==> src/rtl/cmv_stream_pkg.sv <==
// Shared state encoding, default frame sizing and CMV300 geometry for the pipe streamer.
package cmv_stream_pkg;

  typedef enum logic [2:0] {
    S_IDLE     = 3'd0,
    S_WAIT_RDY = 3'd1,
    S_REQ      = 3'd2,
    S_ARM      = 3'd3,
    S_BLOCK    = 3'd4,
    S_DONE     = 3'd5
  } state_t;

  localparam int SENSOR_WIDTH    = 648;
  localparam int SENSOR_HEIGHT   = 488;
  localparam int FRAME_PAD_BYTES = 192;

  localparam int DEF_BLOCK_WORDS = 256;
  // 648*488 + 192 = 316416 bytes = 79104 words, exactly 309 blocks of 256.
  localparam int DEF_FRAME_WORDS = (SENSOR_WIDTH * SENSOR_HEIGHT + FRAME_PAD_BYTES) / 4;

endpackage

==> src/rtl/sync_2ff.sv <==
// Two-flop level synchroniser, async active-low reset to 0; output lags input by 2-3 clocks.
module sync_2ff (
  input  logic clk,
  input  logic rst_n,
  input  logic d,
  output logic q
);

  logic meta;

  always_ff @(posedge clk or negedge rst_n) begin
    if (!rst_n) begin
      meta <= 1'b0;
      q    <= 1'b0;
    end else begin
      meta <= d;
      q    <= meta;
    end
  end

endmodule

==> src/rtl/cmv_pipe_streamer.sv <==
// Frame-triggered FIFO-to-pipe streamer: block-gated reads, data latency 1, host throttled by o_pipe_ready.
// CMV_STREAM_TEST_PATTERN_EN replaces FIFO data with the in-frame word index (FIFO still drains).
module cmv_pipe_streamer
  import cmv_stream_pkg::*;
#(
  parameter int BLOCK_WORDS      = DEF_BLOCK_WORDS,
  parameter int FRAME_WORDS      = DEF_FRAME_WORDS,
  parameter int BLOCKS_PER_FRAME = FRAME_WORDS / BLOCK_WORDS
) (
  input  logic        i_clk,
  input  logic        i_rst_n,
  input  logic        i_frame_trig,
  input  logic        i_cmos_ready,
  output logic        o_cmos_start,
  input  logic        i_fifo_prog_full,
  input  logic [31:0] i_fifo_data,
  output logic        o_fifo_read_en,
  input  logic        i_pipe_read,
  output logic        o_pipe_ready,
  output logic [31:0] o_pipe_data,
  output logic        o_busy,
  output logic        o_frame_done,
  output logic [15:0] o_blocks_sent,
  output logic        o_err
);

  localparam int                WCNT_W     = $clog2(BLOCK_WORDS) + 1;
  localparam logic [WCNT_W-1:0] WCNT_FULL  = WCNT_W'(BLOCK_WORDS);
  localparam logic [WCNT_W-1:0] WCNT_LAST  = WCNT_W'(BLOCK_WORDS - 1);
  localparam logic [WCNT_W-1:0] WCNT_ONE   = WCNT_W'(1);
  localparam logic [15:0]       BLK_FULL   = 16'(BLOCKS_PER_FRAME);
  localparam logic [15:0]       BLK_PENULT = 16'(BLOCKS_PER_FRAME - 1);

  state_t            state;
  logic [WCNT_W-1:0] wcnt;
  logic              rdy_s;
  logic              rd_ok;

  sync_2ff u_rdy_sync (
    .clk   (i_clk),
    .rst_n (i_rst_n),
    .d     (i_cmos_ready),
    .q     (rdy_s)
  );

  // Only reads inside an unfinished block reach the FIFO; anything else is a host protocol error.
  assign rd_ok          = (state == S_BLOCK) && (wcnt != WCNT_FULL);
  assign o_fifo_read_en = i_pipe_read && rd_ok;
  assign o_busy         = (state != S_IDLE);

  always_ff @(posedge i_clk or negedge i_rst_n) begin
    if (!i_rst_n) begin
      state         <= S_IDLE;
      wcnt          <= '0;
      o_cmos_start  <= 1'b0;
      o_pipe_ready  <= 1'b0;
      o_frame_done  <= 1'b0;
      o_blocks_sent <= '0;
      o_err         <= 1'b0;
    end else begin
      o_frame_done <= 1'b0;
      if (i_pipe_read && !rd_ok) o_err <= 1'b1;
      case (state)
        S_IDLE: begin
          if (i_frame_trig) begin
            o_blocks_sent <= '0;
            o_err         <= 1'b0;
            state         <= S_WAIT_RDY;
          end
        end
        S_WAIT_RDY: begin
          if (rdy_s) begin
            o_cmos_start <= 1'b1;
            state        <= S_REQ;
          end
        end
        // Capture block drops ready once it has taken the request.
        S_REQ: begin
          if (!rdy_s) begin
            o_cmos_start <= 1'b0;
            state        <= S_ARM;
          end
        end
        S_ARM: begin
          if (i_fifo_prog_full) begin
            o_pipe_ready <= 1'b1;
            wcnt         <= '0;
            state        <= S_BLOCK;
          end
        end
        S_BLOCK: begin
          if (o_fifo_read_en) begin
            wcnt         <= wcnt + WCNT_ONE;
            o_pipe_ready <= 1'b0;
            if (wcnt == WCNT_LAST) begin
              if (o_blocks_sent != BLK_FULL) o_blocks_sent <= o_blocks_sent + 16'd1;
              if (o_blocks_sent >= BLK_PENULT) begin
                o_frame_done <= 1'b1;
                state        <= S_DONE;
              end else begin
                state <= S_ARM;
              end
            end
          end
        end
        S_DONE:  state <= S_IDLE;
        default: state <= S_IDLE;
      endcase
    end
  end

`ifdef CMV_STREAM_TEST_PATTERN_EN
  logic [31:0] word_idx;
  logic [31:0] pattern;
  logic        unused_fifo_data;

  assign unused_fifo_data = ^i_fifo_data;

  always_ff @(posedge i_clk or negedge i_rst_n) begin
    if (!i_rst_n) begin
      word_idx <= '0;
      pattern  <= '0;
    end else if (state == S_IDLE && i_frame_trig) begin
      word_idx <= '0;
    end else if (o_fifo_read_en) begin
      pattern  <= word_idx;
      word_idx <= word_idx + 32'd1;
    end
  end

  assign o_pipe_data = pattern;
`else
  assign o_pipe_data = i_fifo_data;
`endif

endmodule

==> config.mk <==
export PLATFORM = sky130hd
export DESIGN_NAME = cmv_pipe_streamer
export DESIGN_NICKNAME = d
export VERILOG_FILES = /design/src/rtl/cmv_stream_pkg.sv /design/src/rtl/sync_2ff.sv /design/src/rtl/cmv_pipe_streamer.sv
export SDC_FILE = /design/constraint.sdc
export NUM_CORES = 1
export LEC_CHECK = 0
export ABC_AREA = 1
export CORE_AREA = 3 3 95 61
export CTS_BUF_LIST = sky130_fd_sc_hd__clkbuf_2
export CTS_CLUSTER_SIZE = 28
export DETAILED_ROUTE_END_ITERATION = 6
export DIE_AREA = 0 0 98 64
export HOLD_SLACK_MARGIN = 0.15
export PLACE_DENSITY = 0.87
export SLEW_MARGIN = 0
export SYNTH_ARGS = -nofsm -noshare
export SYNTH_HDL_FRONTEND = slang
export SYNTH_HIERARCHICAL = 1
export SYNTH_SLANG_ARGS = --single-unit
==> constraint.sdc <==
create_clock -name i_clk -period 5.55 [get_ports i_clk]
set_input_delay 0.8325 -clock i_clk [delete_from_list [all_inputs] [get_ports i_clk]]
set_output_delay 0.8325 -clock i_clk [all_outputs]
set_load 0.005 [all_outputs]
==> run metrics <==
status finished, final reports clean; worst slew pin tran 561 ps; largest net degree at the start of global routing 35; gpl congestion 0.903; YS warnings 6; 1st-iter DRT viols 166; Hold Path Origin u_rdy_sync/meta$_DFF_PN0_; Syn Inst Count 362; Synth cell types 28; nets@finish 400; HPWL Detailed 3910 um; Pins Over Slew Limit 0; DIE WIDTH 98 um; fmax 0.331 GHz; die height 64 um; Crit Path Max Fanout 4; antenna violations before repair 0; vias in the first global route 1,933; crit share post-route 54.5%; max capacitance violation total 0; worst reg-to-reg setup slack 3010 ps; Synth Area in XOR/XNOR 2.47%; worst-case clock buffer depth 2; # diodes 0; total gr overflow 0; unrepaired setup endpoints after global routing no; CP Data Arrival Time 2190 ps; reg-to-reg endpoint o_blocks_sent[4]$_DFFE_PN0P_; Core Region 4980 um2; IR drop worst, VDD 0.151 mV; CTS Hold Bufs 0; Synth Cell Area 2480 um2; DRT Pass-1 Iters 4; top post-synthesis cells by area dfrtp_1, nand2_1, buf_4, nor2_1, inv_1; top cell type by total area after synthesis dfrtp_1; post-CTS setup buffers 0; vias per cell 5.07; HP Class flop to flop; DR vias 2,136; first-pass GRT wire length 8830 um; R2R depth 13; Ports 92; leakage 1.17 nW; Syn Area/Cell 6.85 um2; share of flip-flops with an asynchronous set or reset 100%; crit path time final 3020 ps; Finished Core Util 51.6%; simple-gate area share of the yosys netlist 34.3%; crit start category primary input; Post-synth top flop dfrtp_1; share of cells above drive strength 1 5.35%; worst hold stages 0; Worst Hold End u_rdy_sync/q$_DFF_PN0_; Post-synth EDFFs 0; Yosys reg bits 34; clock skew 22.7 ps; Final Setup Violations 0; r2r startpoint wcnt[1]$_DFFE_PN0P_; dominant cell by count in the synthesized netlist nand2_1; largest family of logic cells by synthesized area simple AND/OR/NAND/NOR gates; Finished Cell Area 2570 um2; Hold Vio Cnt, Final 0; Area Growth Syn to Fin 3.63%; routed len/inst 12.8 um; Post-Synth Adder-Cell Area 3.03%; pwr/cell area 293 nW/um2; initial core utilization 49.8%; setup TNS 0 ps; number of I/O port buffers 27; Routed WL 5380 um; placement-stage cell area 2540 um2; max_slew headroom 62.5%; Synth Area in Compound Gates 8.32%; GR Util All Layers 17.1%; synth cell count leaders nand2_1, nor2_1, dfrtp_1; Max H-tree Level 2; Num Clock Sinks 34; Clk pin slew, worst setup/hold paths 160 ps; Tot Pwr 0.000753 W; row count 20; CP endpoint kind primary output; Root Buffer clkbuf_2; worst hold-check slack 380 ps; clk_lat worst skew 360 ps; worst setup path class primary input to primary output; CP required 4720 ps; sequential share of the synthesized area 34.3%; die area 6270 um2; cts repair resizes 0; Routed Antenna Nets 0; post-synthesis net count 406; DRC viols 0; share of the synthesized area in the top cell type 34.3%; CTS tree yes; total CTS buffers 5; post-synthesis mux area share 0%
[worst max-delay path: stages]
cell and delay [ps]:
clkdlybuf4s50_1 560, nand3_1 170, inv_1 130, clkdlybuf4s50_1 500
[how the worst max path moves through the flow]
stage                              start                            to  slack [ps]  cells past startpoint
finish                       i_pipe_read                o_fifo_read_en        2530                      4
global route        state[0]$_DFFE_PN0P_                o_fifo_read_en        2410                      6
CTS                          i_pipe_read                o_fifo_read_en        2530                      4
detailed placement           i_pipe_read                o_fifo_read_en        2530                      4
global placement             i_pipe_read                o_fifo_read_en        2560                      4
floorplan            wcnt[0]$_DFFE_PN0P_  o_blocks_sent[1]$_DFFE_PN0P_        3640                     13
[placed cells by master, fill, tap and decap left out]
| master | n |
|---|---|
| a21oi_1 | 6 |
| nand2_1 | 112 |
| o211ai_1 | 1 |
| nor2_2 | 1 |
| clkinv_1 | 1 |
| nand2_2 | 2 |
| dfrtp_1 | 34 |
| nand3b_1 | 2 |
| a21oi_4 | 1 |
| o21ai_0 | 15 |
| or2_2 | 1 |
| nand3_1 | 20 |
| o21bai_1 | 1 |
| nor2_8 | 1 |
| nor2_4 | 2 |
| clkdlybuf4s50_1 | 27 |
| o21ai_1 | 14 |
| xor2_1 | 4 |
| xnor2_1 | 3 |
| inv_4 | 1 |
| nor2_1 | 49 |
| inv_2 | 4 |
| clkbuf_2 | 5 |
| nand4_1 | 10 |
| buf_4 | 1 |
| ha_1 | 6 |
| inv_1 | 31 |
[where the power goes]
part	switching [W]	leakage (nW)	internal, W
registers	0.0000439	0.458	0.000279
clock network	0.0000785	0.0223	0.0000252
logic	0.000218	0.688	0.000108
total	0.000341	1.17	0.000412
[flip-flops by register name, indices dropped and copies added, names as in the netlist]
| signal | cells |
|---|---|
| o_err | 1 |
| wcnt | 9 |
| o_cmos_start | 1 |
| u_rdy_sync/meta | 1 |
| state | 3 |
| o_pipe_ready | 1 |
| o_blocks_sent | 16 |
| o_frame_done | 1 |
| u_rdy_sync/q | 1 |
[stage by stage]
| step | std cells | setup WS, ps |
|---|---|---|
| floorplan | 362 | 3640 |
| global placement | 415 | 2560 |
| detailed placement | 415 | 2530 |
| CTS | 421 | 2530 |
| global route | 421 | 2410 |
| finish | 421 | 2530 |
[final cells by class]
type	count	area, um2
fillers	493	2410
multi-input cells	251	1190
flip-flops and latches	34	851
repair buffers	28	278
inverters	36	138
well taps	66	82.6
clock buffers	5	25.0
clock inverters	1	3.75
[per-layer routing]
| layer | share of wire, % | up-vias | track usage (%) |
|---|---|---|---|
| li1 | - | 1090 | - |
| met1 | 49 | 987 | 24.4 |
| met2 | 45 | 51 | 26.3 |
| met3 | 5.6 | 8 | 3.82 |
| met4 | 0.86 | 0 | 4.49 |
| met5 | 0 | - | 0 |
[cells by family (layout without fill, tap and decap cells)]
group,count (synthesis),in the layout
AO/OA/AOI/OAI,38,38
XOR/XNOR,7,7
adder cells (fa/ha/maj),6,6
buffers and inverters,77,70
flip-flops,34,34
AND/OR/NAND/NOR,200,200
(Power assumes the default switching activity.)
